<file path="src/rtl/instr_assembler.sv">
// Instruction assembler: collects an opcode and its operand bytes from the fetch stream
// and presents the finished word through a single-entry valid/ready output register.
module instr_assembler #(
    parameter bit EMIT_NOP = 1'b1,
    parameter int CNT_W    = 16
) (
    input  logic             clk,
    input  logic             rst,
    input  logic             flush,
    input  logic [7:0]       byte_in,
    input  logic             byte_valid,
    output logic             byte_ready,
    input  logic             out_ready,
    output logic             instr_valid,
    output logic [7:0]       instr_op,
    output logic [7:0]       instr_r1,
    output logic [7:0]       instr_r2,
    output logic [15:0]      instr_data,
    output logic [2:0]       instr_len,
    output logic             instr_illegal,
    output logic [CNT_W-1:0] instr_count
);

    typedef enum logic [1:0] {S_OP, S_B1, S_B2, S_B3} state_e;

    function automatic logic [2:0] op_len(input logic [7:0] op);
        case (op)
            8'h01, 8'h02:        op_len = 3'd3;
            8'h03, 8'h04, 8'h05: op_len = 3'd4;
            default:             op_len = 3'd1;
        endcase
    endfunction

    state_e      state_q, state_d;
    logic [7:0]  op_q, op_d;
    logic [7:0]  r1_q, r1_d;
    logic [7:0]  r2_q, r2_d;
    logic [15:0] data_q, data_d;
    logic        complete;
    logic        accept;
    logic        load;

    logic             valid_q;
    logic [7:0]       out_op_q, out_r1_q, out_r2_q;
    logic [15:0]      out_data_q;
    logic [2:0]       out_len_q;
    logic             out_ill_q;
    logic [CNT_W-1:0] cnt_q;

    assign byte_ready = !flush && (!valid_q || out_ready);
    assign accept     = byte_valid && byte_ready;
    assign load       = accept && complete;

    // NOTE: every variable written here gets a default first, so no path leaves it
    // unassigned and no latch is inferred.
    always_comb begin
        state_d  = state_q;
        op_d     = op_q;
        r1_d     = r1_q;
        r2_d     = r2_q;
        data_d   = data_q;
        complete = 1'b0;
        case (state_q)
            S_OP: begin
                op_d   = byte_in;
                r1_d   = 8'h00;
                r2_d   = 8'h00;
                data_d = 16'h0000;
                if (op_len(byte_in) == 3'd1) complete = (byte_in != 8'h00) || EMIT_NOP;
                else                         state_d  = S_B1;
            end
            S_B1: begin
                state_d = S_B2;
                if (op_q == 8'h05) data_d[7:0] = byte_in;
                else               r1_d        = byte_in;
            end
            S_B2: begin
                case (op_q)
                    8'h01:   begin data_d = {8'h00, byte_in}; complete = 1'b1; end
                    8'h02:   begin r2_d = byte_in;            complete = 1'b1; end
                    8'h05:   begin data_d[15:8] = byte_in;    state_d = S_B3;  end
                    default: begin data_d[7:0]  = byte_in;    state_d = S_B3;  end
                endcase
            end
            S_B3: begin
                complete = 1'b1;
                if (op_q == 8'h05) r1_d         = byte_in;
                else               data_d[15:8] = byte_in;
            end
            default: state_d = S_OP;
        endcase
        if (complete) state_d = S_OP;
    end

    // NOTE: sequential state uses non-blocking assignments so every register samples
    // pre-edge values, independent of statement order.
    always_ff @(posedge clk or negedge rst) begin
        if (!rst) begin
            state_q    <= S_OP;
            op_q       <= '0;
            r1_q       <= '0;
            r2_q       <= '0;
            data_q     <= '0;
            valid_q    <= 1'b0;
            out_op_q   <= '0;
            out_r1_q   <= '0;
            out_r2_q   <= '0;
            out_data_q <= '0;
            out_len_q  <= '0;
            out_ill_q  <= 1'b0;
            cnt_q      <= '0;
        end else if (flush) begin
            state_q <= S_OP;
            op_q    <= '0;
            r1_q    <= '0;
            r2_q    <= '0;
            data_q  <= '0;
            valid_q <= 1'b0;
        end else begin
            if (accept) begin
                state_q <= state_d;
                op_q    <= op_d;
                r1_q    <= r1_d;
                r2_q    <= r2_d;
                data_q  <= data_d;
            end
            // A completion on the same edge as a handoff overwrites the slot and keeps valid high.
            if (load) begin
                valid_q    <= 1'b1;
                out_op_q   <= op_d;
                out_r1_q   <= r1_d;
                out_r2_q   <= r2_d;
                out_data_q <= data_d;
                out_len_q  <= op_len(op_d);
                out_ill_q  <= op_d > 8'h05;
                cnt_q      <= cnt_q + 1'b1;
            end else if (out_ready) begin
                valid_q <= 1'b0;
            end
        end
    end

    assign instr_valid   = valid_q;
    assign instr_op      = out_op_q;
    assign instr_r1      = out_r1_q;
    assign instr_r2      = out_r2_q;
    assign instr_data    = out_data_q;
    assign instr_len     = out_len_q;
    assign instr_illegal = out_ill_q;
    assign instr_count   = cnt_q;

endmodule
</file>
<file path="config.mk">
export PLATFORM = sky130hd
export DESIGN_NAME = instr_assembler
export DESIGN_NICKNAME = d
export VERILOG_FILES = /design/src/rtl/instr_assembler.sv
export SDC_FILE = /design/constraint.sdc
export NUM_CORES = 1
export LEC_CHECK = 0
export CORE_MARGIN = 4
export CORE_UTILIZATION = 25
export DETAILED_ROUTE_END_ITERATION = 16
export GPL_TIMING_DRIVEN = 0
export PLACE_DENSITY = 0.55
export SLEW_MARGIN = 10
export SYNTH_ARGS = -nofsm -noshare
export SYNTH_HDL_FRONTEND = slang
export SYNTH_SLANG_ARGS = --single-unit
</file>
<file path="constraint.sdc">
create_clock -name clk -period 5.2 [get_ports clk]
set_input_delay 1.04 -clock clk [delete_from_list [all_inputs] [get_ports clk]]
set_output_delay 1.04 -clock clk [all_outputs]
set_load 0.02 [all_outputs]
</file>
==> impl_metrics.json, run 1 <==
{
  "synth_cell_types": 57,
  "vdd.ir_drop.worst_v": 0.000126,
  "status": "finished clean",
  "fin_util_pct": 32.5,
  "max_freq_mhz": 261,
  "worst-path-buf-inv": 4,
  "drive_above_1_share_pct": 10.1,
  "drt-total-wl_um": 16000,
  "yosysWarnings": 0,
  "fillCellCount": 2111,
  "clock_sinks": 103,
  "final_cells": 874,
  "clock-skew-final_ns": 0.0103,
  "synth-async-reset-ratio_pct": 100,
  "totalPowerFinal_mw": 1.96,
  "drt.antenna.violating_nets": 0,
  "start_util_pct": 25.7,
  "slew_headroom_pct": 29.1,
  "path_clk_slew_ns": 0.07,
  "rows": 52,
  "synth_seq_area_share_pct": 49.1,
  "area_delta_synth_final_pct": 26.3,
  "grt-ovfl-total": 0,
  "drcViolationCount": 0,
  "grt_max_degree": 82,
  "syn_avg_cell_area_um2": 10.2,
  "grt_usage_pct": 13.6,
  "hold_class": "flop to flop",
  "nets": 618,
  "cts_tree": "yes",
  "finalSetupViolCount": 0,
  "dp_hpwl_um": 11300,
  "dieArea_um2": 23400,
  "cp_slowest_cell": "clkdlybuf4s50_1",
  "cts_buffers": 9,
  "die_x_um": 153,
  "grt_setup_unrepaired": "false",
  "portBuffers": 73,
  "dp_slack_ns": 1.30,
  "drt_iter0_markers": 368,
  "core_area_um2": 20400,
  "grt_pass1_vias": 4506,
  "cpLargestDelayFamily": "buffers and inverters",
  "critPathLaunchType": "primary input",
  "ctsHoldBuffers": 0,
  "syn_inst": 514,
  "dr.pass1.iters": 6,
  "finalHoldViolCount": 0,
  "timing.final.crit_share_pct": 73.7,
  "htreeDepth": 3,
  "synth_flop_cell": "dfrtp_1",
  "drv_cap": 0,
  "io_pins": 75,
  "crit_path_end_kind": "primary output",
  "die_h_um": 153,
  "critPathMaxStageDelay_ns": 0.62,
  "syn_nets": 533,
  "root_buffer": "clkbuf_16",
  "via_per_inst": 5.13,
  "routedWlPerCell_um": 18.3,
  "critical_path.max_fanout": 10,
  "dp_cells": 858,
  "tightest_slew_ns": 1.06,
  "slew_viol_final": 0,
  "worstPathCellList": "clkbuf_1 -> inv_2 -> clkbuf_1 -> and2_1 -> clkdlybuf4s50_1",
  "period_needed_ns": 3.83,
  "p_per_area_nw_per_um2": 295,
  "worstPathArrival_ns": 2.79,
  "antenna_found_initial": 0,
  "r2r_slack_ns": 2.12,
  "cts_buffer_depth": 2,
  "grt_pass1_wl_um": 25800,
  "post_cts_buffers": 0,
  "crit_type": "primary input to primary output",
  "worstPathRequired_ns": 4.16,
  "setup_slack_ns": 1.37,
  "dr_total_vias": 4480,
  "ys_ff_latch": 103,
  "syn-cell-area_um2": 5250,
  "globalplace.congestion": 0.831,
  "diodes": 0,
  "leakage_nw": 2.70,
  "cts.repair.resized": 0,
  "clock_latency_ns": 0.35,
  "crit_top_cell": "clkbuf_1",
  "synth-edff-count": 0
}
-- placed cells by master (no fill, tap or decap), types with 3 or more instances in the layout --
cell type and count:
dfrtp_1 103, clkdlybuf4s50_1 72, nand2_1 60, nand3_1 33
nor2_1 30, a22o_1 29, clkbuf_1 25, o21ai_1 22
o21ai_0 18, mux2i_1 16, buf_2 13, xnor2_1 13
a31oi_1 11, a21oi_1 11, mux2_2 11, nand4_1 9
a221oi_1 9, clkbuf_16 9, nor3_1 8, a221oi_2 8
nor2b_1 6, ha_1 6, inv_1 5, a32o_1 5
a221o_1 5, a22oi_1 5, nand3b_1 5, and2_1 4
and3_1 4, xor2_1 4, buf_1 3
-- cells in the mapped netlist, types with 3 or more instances --
master,count,area (um2)
dfrtp_1,103,2580
nand2_1,60,225
nand3_1,33,165
nor2_1,30,113
a22o_1,29,254
clkbuf_1,24,90.1
o21ai_1,22,110
o21ai_0,18,90.1
mux2i_1,16,160
buf_2,13,65.1
xnor2_1,13,114
a21oi_1,11,55.1
a31oi_1,11,68.8
mux2_2,11,124
a221oi_1,9,78.8
nand4_1,9,56.3
a221oi_2,8,120
nor3_1,8,40.0
ha_1,6,75.1
nor2b_1,6,37.5
a221o_1,5,50.1
a22oi_1,5,37.5
a32o_1,5,50.1
inv_1,5,18.8
nand3b_1,5,37.5
and2_1,4,25.0
and3_1,4,25.0
xor2_1,4,35.0
buf_1,3,11.3
-- power by group --
part / internal (mW) / switching (mW) / leakage, nW
sequential: 0.858 / 0.0535 / 1.37
clock: 0.353 / 0.307 / 0.139
combinational: 0.164 / 0.225 / 1.19
total: 1.37 / 0.585 / 2.70
-- layer usage --
layer,global-route usage (%),wire length (um),vias to the layer above
li1,-,-,2074
met5,0,0,-
met1,18.8,7280,2247
met3,3.82,1170,13
met2,21.3,7420,146
met4,3.48,144,0
-- state kept, by name, indices dropped and copies added (netlist names) --
signal and cells:
data_q 16, instr_count 16, instr_data 16, instr_op 8, instr_r1 8, instr_r2 8, op_q 8, r1_q 8
r2_q 8, instr_len 3, state_q 2, instr_illegal 1, instr_valid 1
-- worst register-to-register path, delay by kind of cell, from the launching register on --
| kind | cells | cell delay [ns] |
|---|---|---|
| adders and majority gates | 1 | 0.13 |
| and+or+nand+nor | 1 | 0.39 |
| DFF | 1 | 0.42 |
| buffers and inverters | 4 | 0.89 |
| AOI/OAI and AO/OA | 3 | 1.12 |
-- metrics by stage --
stage	hold WS, ns	area (um2)	TNS, ns
6_report	0.479	6640	0
3_3_place_gp	0.465	6320	-79.44
3_5_place_dp	0.471	6350	0
4_1_cts	0.483	6640	0
5_1_grt	0.504	6640	0
2_1_floorplan	0.466	5250	0
-- kinds of logic (layout without fill, tap and decap cells) --
group / after synthesis / after routing / synth area share [%]
AND/OR/NAND/NOR: 176 / 176 / 17.1
adder cells (fa/ha/maj): 6 / 6 / 1.43
XOR/XNOR: 17 / 17 / 2.83
multiplexers: 27 / 27 / 5.41
buffers and inverters: 47 / 137 / 3.81
flip-flops: 103 / 103 / 49.1
AO/OA/AOI/OAI: 138 / 138 / 20.4
-- area by class of cell --
class | instances | area, um2 | share of cell area [%]
flip-flops and latches | 103 | 2580 | 38.8
clock inverters | 4 | 30.0 | 0.452
clock buffers | 12 | 256 | 3.86
inverters | 6 | 22.5 | 0.339
well taps | 270 | 338 | 5.09
multi-input cells | 364 | 2480 | 37.3
plain buffers | 41 | 178 | 2.68
repair buffers | 74 | 759 | 11.4
-- worst paths after layout --
| check | depth (start not counted) | start | end |
|---|---|---|---|
| worst max-delay path | 5 | flush | byte_ready |
| worst max register to register | 9 | state_q[0] | instr_r2[5] |
| worst min-delay path | 1 | instr_count[15] | instr_count[15] |
| max in group asynchronous | 2 | rst | instr_illegal |
| worst min register to register | 1 | instr_count[15] | instr_count[15] |
| min in group asynchronous | 1 | rst | instr_data[7] |
No activity file was read; power rests on OpenSTA's default activity.
==> run 2, diff against run 1 <==
--- a/config.mk
+++ b/config.mk
@@ -9,7 +9,7 @@
 export CORE_UTILIZATION = 25
 export DETAILED_ROUTE_END_ITERATION = 16
 export GPL_TIMING_DRIVEN = 0
-export PLACE_DENSITY = 0.55
+export PLACE_DENSITY = 0.56
 export SLEW_MARGIN = 10
 export SYNTH_ARGS = -nofsm -noshare
 export SYNTH_HDL_FRONTEND = slang
==> constraint.sdc (replaced) <==
create_clock -name clk -period 3.2 [get_ports clk]
set_input_delay 0.64 -clock clk [delete_from_list [all_inputs] [get_ports clk]]
set_output_delay 0.64 -clock clk [all_outputs]
set_load 0.02 [all_outputs]
==> run 2 against run 1 <==
Compared with the run above:
- count of clock-buffer cells in the layout shrank 2
- register-to-register slack lost 1.8 ns
- clock power grew 96%
- worst setup slack lost 1.2 ns
- wire length shrank 2.5%
- sequential power grew 62%
- final area grew 1.0%
- worst hold slack lost 0.28 ns
- final cell count shrank 0.11%
- via count shrank 2.3%
- critical path depth is the same
==> impl_metrics.json, run 2 (same netlist as run 1, synthesis figures left out) <==
{
  "critical_path.max_fanout": 10,
  "path_clk_slew_ns": 0.07,
  "finalSetupViolCount": 0,
  "grt_usage_pct": 13.1,
  "routedWlPerCell_um": 17.9,
  "die_x_um": 153,
  "drt.antenna.violating_nets": 0,
  "worstPathRequired_ns": 2.56,
  "clock_sinks": 103,
  "leakage_nw": 2.73,
  "power.internal_mw": 2.44,
  "cts_buffers": 9,
  "r2r_start": "state_q[0]",
  "htreeDepth": 3,
  "root_buffer": "clkbuf_16",
  "nets": 618,
  "timing.rr.end": "instr_illegal",
  "mostFrequentLayoutCell": "dfrtp_1",
  "finalHoldViolCount": 0,
  "globalplace.congestion": 0.837,
  "timing.final.crit_share_pct": 94.9,
  "drt-total-wl_um": 15600,
  "post_cts_buffers": 0,
  "diodes": 0,
  "hold_class": "primary input to asynchronous set/reset pin",
  "netSwitchingPower_mw": 0.951,
  "p_seq_share_pct": 43.5,
  "drcViolationCount": 0,
  "dr_total_vias": 4375,
  "r2r_slack_ns": 0.28,
  "ctsHoldBuffers": 0,
  "period_needed_ns": 3.04,
  "grt-ovfl-total": 0,
  "drive_above_1_share_pct": 10.1,
  "fillCellCount": 2129,
  "pwr-share-clk_pct": 37.9,
  "io_pins": 75,
  "worstPathArrival_ns": 2.40,
  "slew_headroom_pct": 30.4,
  "status": "finished clean",
  "portBuffers": 73,
  "post_dp_cell_area_um2": 6350,
  "grt_max_degree": 58,
  "crit_path_end_kind": "primary output",
  "p_per_area_nw_per_um2": 506,
  "stdcell_area_um2": 6700,
  "via_per_inst": 5.01,
  "slew_viol_final": 0,
  "antenna_found_initial": 0,
  "rows": 52,
  "dp_hpwl_um": 10700,
  "totalPowerFinal_mw": 3.39,
  "layout_common_cells": "dfrtp_1 (103), clkdlybuf4s50_1 (72), nand2_1 (60), nand3_1 (33), nor2_1 (30)",
  "critPathLaunchType": "primary input",
  "cts_tree": "yes",
  "tns_ns": 0,
  "die_h_um": 153,
  "cts_buffer_depth": 2,
  "crit_type": "primary input to primary output",
  "fin_util_pct": 32.8,
  "tightest_slew_ns": 1.04,
  "drv_cap": 0,
  "grt_setup_unrepaired": "false",
  "dr.pass1.iters": 4,
  "pwr-share-comb_pct": 18.6,
  "area_delta_synth_final_pct": 27.6,
  "vdd.ir_drop.worst_v": 0.000216,
  "core_area_um2": 20400,
  "start_util_pct": 25.7,
  "grt_pass1_wl_um": 24600,
  "grt_pass1_vias": 4238,
  "clock_latency_ns": 0.36,
  "drt_iter0_markers": 286,
  "r2r_cells": 9,
  "dieArea_um2": 23400,
  "sw_frac_of_total_pct": 28.0,
  "max_freq_mhz": 329,
  "clock-skew-final_ns": 0.00501
}
-- run 2: cell types whose count changed in the layout (fill, tap and decap cells not counted), sizes merged --
cell and delta:
bufinv +3, clkbuf -2, clkinv -2
-- run 2: how the worst max path moves through the flow --
stage	slack, ns	depth (start not counted)	end	from
2_1_floorplan	0.80	7	instr_count[1]	byte_in[4]
3_3_place_gp	-2.61	1	instr_data[6]	rst
3_5_place_dp	-0.33	7	instr_illegal	out_ready
4_1_cts	0.03	7	instr_illegal	out_ready
5_1_grt	0.0002	9	instr_len[1]	byte_in[1]
6_report	0.16	5	byte_ready	flush
-- run 2: cell type report --
type / instances / area [um2] / share of cell area (%)
Sequential cell: 103 / 2580 / 38.4
Multi-Input combinational cell: 364 / 2480 / 37.0
Timing Repair Buffer: 74 / 759 / 11.3
Tap cell: 270 / 338 / 5.04
Clock buffer: 10 / 239 / 3.56
Buffer: 41 / 178 / 2.65
Clock inverter: 5 / 106 / 1.59
Inverter: 6 / 22.5 / 0.336
-- run 2: power groups by stage --
stage,logic (mW),registers (mW),clock network [mW]
2_1_floorplan,0.223,1.59,0
3_3_place_gp,0.632,1.50,0
3_5_place_dp,0.639,1.50,0
4_1_cts,0.641,1.48,1.32
5_1_grt,0.686,1.49,1.36
6_report,0.632,1.48,1.29
-- run 2: metal layers --
layer / vias to the layer above / GRT usage [%] / share of wire, %
li1: 2072 / - / -
met1: 2163 / 17.8 / 45
met2: 120 / 20.5 / 46
met3: 20 / 2.52 / 6.2
met4: 0 / 5.64 / 2.4
met5: - / 0 / 0
-- run 2: repair_timing --
item | 4_1_cts | 5_1_grt
endpoints found under the setup margin | 0 | 10
endpoints found under the hold margin | 0 | 0
resized for setup | 0 | 1
-- run 2: metrics by stage --
step,hold WS (ns),std cells,setup WS (ns)
6_report,0.198,873,0.163
5_1_grt,0.238,873,0.000239
4_1_cts,0.219,873,0.0266
3_5_place_dp,0.465,858,-0.334
3_3_place_gp,0.461,857,-2.61
2_1_floorplan,0.344,514,0.802
-- run 2: worst max-delay path, cell delays in order --
cell and delay [ns]:
clkbuf_1 0.26, inv_2 0.27, clkbuf_1 0.41, and2_1 0.21, clkdlybuf4s50_1 0.60
==> run 3, diff against run 2 <==
--- a/config.mk
+++ b/config.mk
@@ -6,10 +6,11 @@
 export NUM_CORES = 1
 export LEC_CHECK = 0
 export CORE_MARGIN = 4
-export CORE_UTILIZATION = 25
+export CORE_UTILIZATION = 32
 export DETAILED_ROUTE_END_ITERATION = 16
+export GPL_ROUTABILITY_DRIVEN = 0
 export GPL_TIMING_DRIVEN = 0
-export PLACE_DENSITY = 0.56
+export PLACE_DENSITY = 0.65
 export SLEW_MARGIN = 10
 export SYNTH_ARGS = -nofsm -noshare
 export SYNTH_HDL_FRONTEND = slang
==> run 3 against run 2 <==
Compared with the run above:
- count of clock-buffer cells in the layout did not move
- largest power group unchanged
- worst hold slack improved by 0.0036 ns
- final area decreased by 1.1%
- sequential power about the same
- die area fell by 21%
- final cell count down 6.1%
- critical endpoint is now instr_r2[6]
- global-route usage rose by 3.4 points
- power fell by 0.47%
- combinational power down 0.6%
- sequential share of layout area up 0.44 points
- maximum frequency shrank 1.5%
- via count grew 4.0%
==> impl_metrics.json, run 3 (same netlist as run 1, synthesis figures left out) <==
{
  "critPathMaxStageDelay_ns": 0.78,
  "start_util_pct": 32.8,
  "grt_pass1_vias": 4641,
  "pwr-share-clk_pct": 37.6,
  "mostFrequentLayoutCell": "dfrtp_1",
  "worstPathArrival_ns": 3.31,
  "grt_pass1_wl_um": 24300,
  "status": "finished clean",
  "cp_slowest_cell": "a211oi_2",
  "path_clk_slew_ns": 0.07,
  "core_area_um2": 16000,
  "drv_cap": 0,
  "crit_type": "flop to flop",
  "post_cts_buffers": 0,
  "p_per_area_nw_per_um2": 510,
  "ctsHoldBuffers": 0,
  "leakage_nw": 2.73,
  "drt-total-wl_um": 14900,
  "slew_viol_final": 0,
  "portBuffers": 73,
  "fin_util_pct": 41.4,
  "critical_path.max_fanout": 10,
  "drive_above_1_share_pct": 10.1,
  "clock_latency_ns": 0.36,
  "root_buffer": "clkbuf_16",
  "grt_max_degree": 62,
  "clock-skew-final_ns": 0.00877,
  "sw_frac_of_total_pct": 28.0,
  "drt_iter0_markers": 435,
  "grt-ovfl-total": 0,
  "dieArea_um2": 18500,
  "drcViolationCount": 0,
  "p_seq_share_pct": 43.8,
  "finalSetupViolCount": 0,
  "diodes": 0,
  "io_pins": 75,
  "clock_sinks": 103,
  "vdd.ir_drop.worst_v": 0.000279,
  "dr_total_vias": 4551,
  "slew_headroom_pct": 19.1,
  "timing.final.crit_share_pct": 96.4,
  "crit_path_end_kind": "flop",
  "crit_top_cell": "buf_2",
  "drt.antenna.violating_nets": 0,
  "area_delta_synth_final_pct": 26.1,
  "worstPathRequired_ns": 3.43,
  "layout_common_cells": "dfrtp_1 (103), clkdlybuf4s50_1 (72), nand2_1 (60), nand3_1 (33), nor2_1 (30)",
  "routedWlPerCell_um": 18.2,
  "max_freq_mhz": 324,
  "antenna_found_initial": 0,
  "die_x_um": 136,
  "nets": 618,
  "critPathLaunchType": "flop",
  "grt_setup_unrepaired": "true",
  "tightest_slew_ns": 1.21,
  "grt_usage_pct": 16.5,
  "pwr-share-comb_pct": 18.6,
  "cts.repair.resized": 0,
  "via_per_inst": 5.55,
  "htreeDepth": 3,
  "power.internal_mw": 2.43,
  "worstPathCellList": "inv_1 -> ha_1 -> buf_2 -> nor4b_2 -> a31oi_1 -> a211oi_2 -> buf_2 -> buf_2 -> a31oi_1",
  "hold_class": "primary input to asynchronous set/reset pin",
  "cts_buffers": 9,
  "dr.pass1.iters": 5,
  "dp_hpwl_um": 10600,
  "rows": 46,
  "setup_slack_ns": 0.115,
  "cts_tree": "yes",
  "die_h_um": 136,
  "period_needed_ns": 3.08,
  "finalHoldViolCount": 0,
  "cts_buffer_depth": 2,
  "dp_slack_ns": -0.224,
  "netSwitchingPower_mw": 0.947
}
## run 3: critical path, delay by kind of cell (launching register included)
family	cells	cell delay, ns
compound gates	3	1.10
flops	1	0.42
simple gates	1	0.37
buf+inv	4	0.92
fa+ha+maj	1	0.15
## run 3: final cells by class
cell class                 count  area (um2)
clock inverter                 6         115
clock buffer                  10         229
inverter                       6        22.5
fill                        1580        9370
multi-input combinational    364        2480
timing repair buffer          74         759
buffer                        41         178
sequential                   103        2580
tap                          216         270
## run 3: worst paths after layout
| kind | start | end | slack, ns | cells past startpoint |
|---|---|---|---|---|
| hold reg to reg | instr_count[15] | instr_count[15] | 0.48 | 1 |
| hold / removal | rst | instr_data[14] | 0.20 | 1 |
| min in group clk | instr_count[15] | instr_count[15] | 0.48 | 1 |
| max in group asynchronous | rst | state_q[1] | 2.35 | 2 |
| setup / recovery | state_q[0] | instr_r2[6] | 0.12 | 9 |
| setup reg to reg | state_q[0] | instr_r2[6] | 0.12 | 9 |
## run 3: power groups by stage
stage               Clock (mW)  Combinational (mW)  Sequential (mW)
floorplan                    0               0.223             1.59
global route              1.35               0.678             1.50
CTS                       1.29               0.637             1.48
global placement             0               0.619             1.50
finish                    1.27               0.628             1.48
detailed placement           0               0.636             1.51
## run 3: through the flow
stage	cell area, um2	setup TNS [ns]	hold WS (ns)	cells	power (mW)
floorplan	5250	0	0.344	514	1.82
global placement	6250	-244.96	0.459	803	2.12
detailed placement	6280	-5.47	0.464	804	2.14
CTS	6630	0	0.212	820	3.41
global route	6630	-0.599	0.229	820	3.52
finish	6630	0	0.202	820	3.38
## run 3: routing by layer
metal  track usage [%]  wire, um  up-vias
met5                 0         0        -
met3              4.33       913       23
met4              5.43       308        0
li1                  -         -     2082
met1              20.8      6320     2278
met2              27.7      7400      168
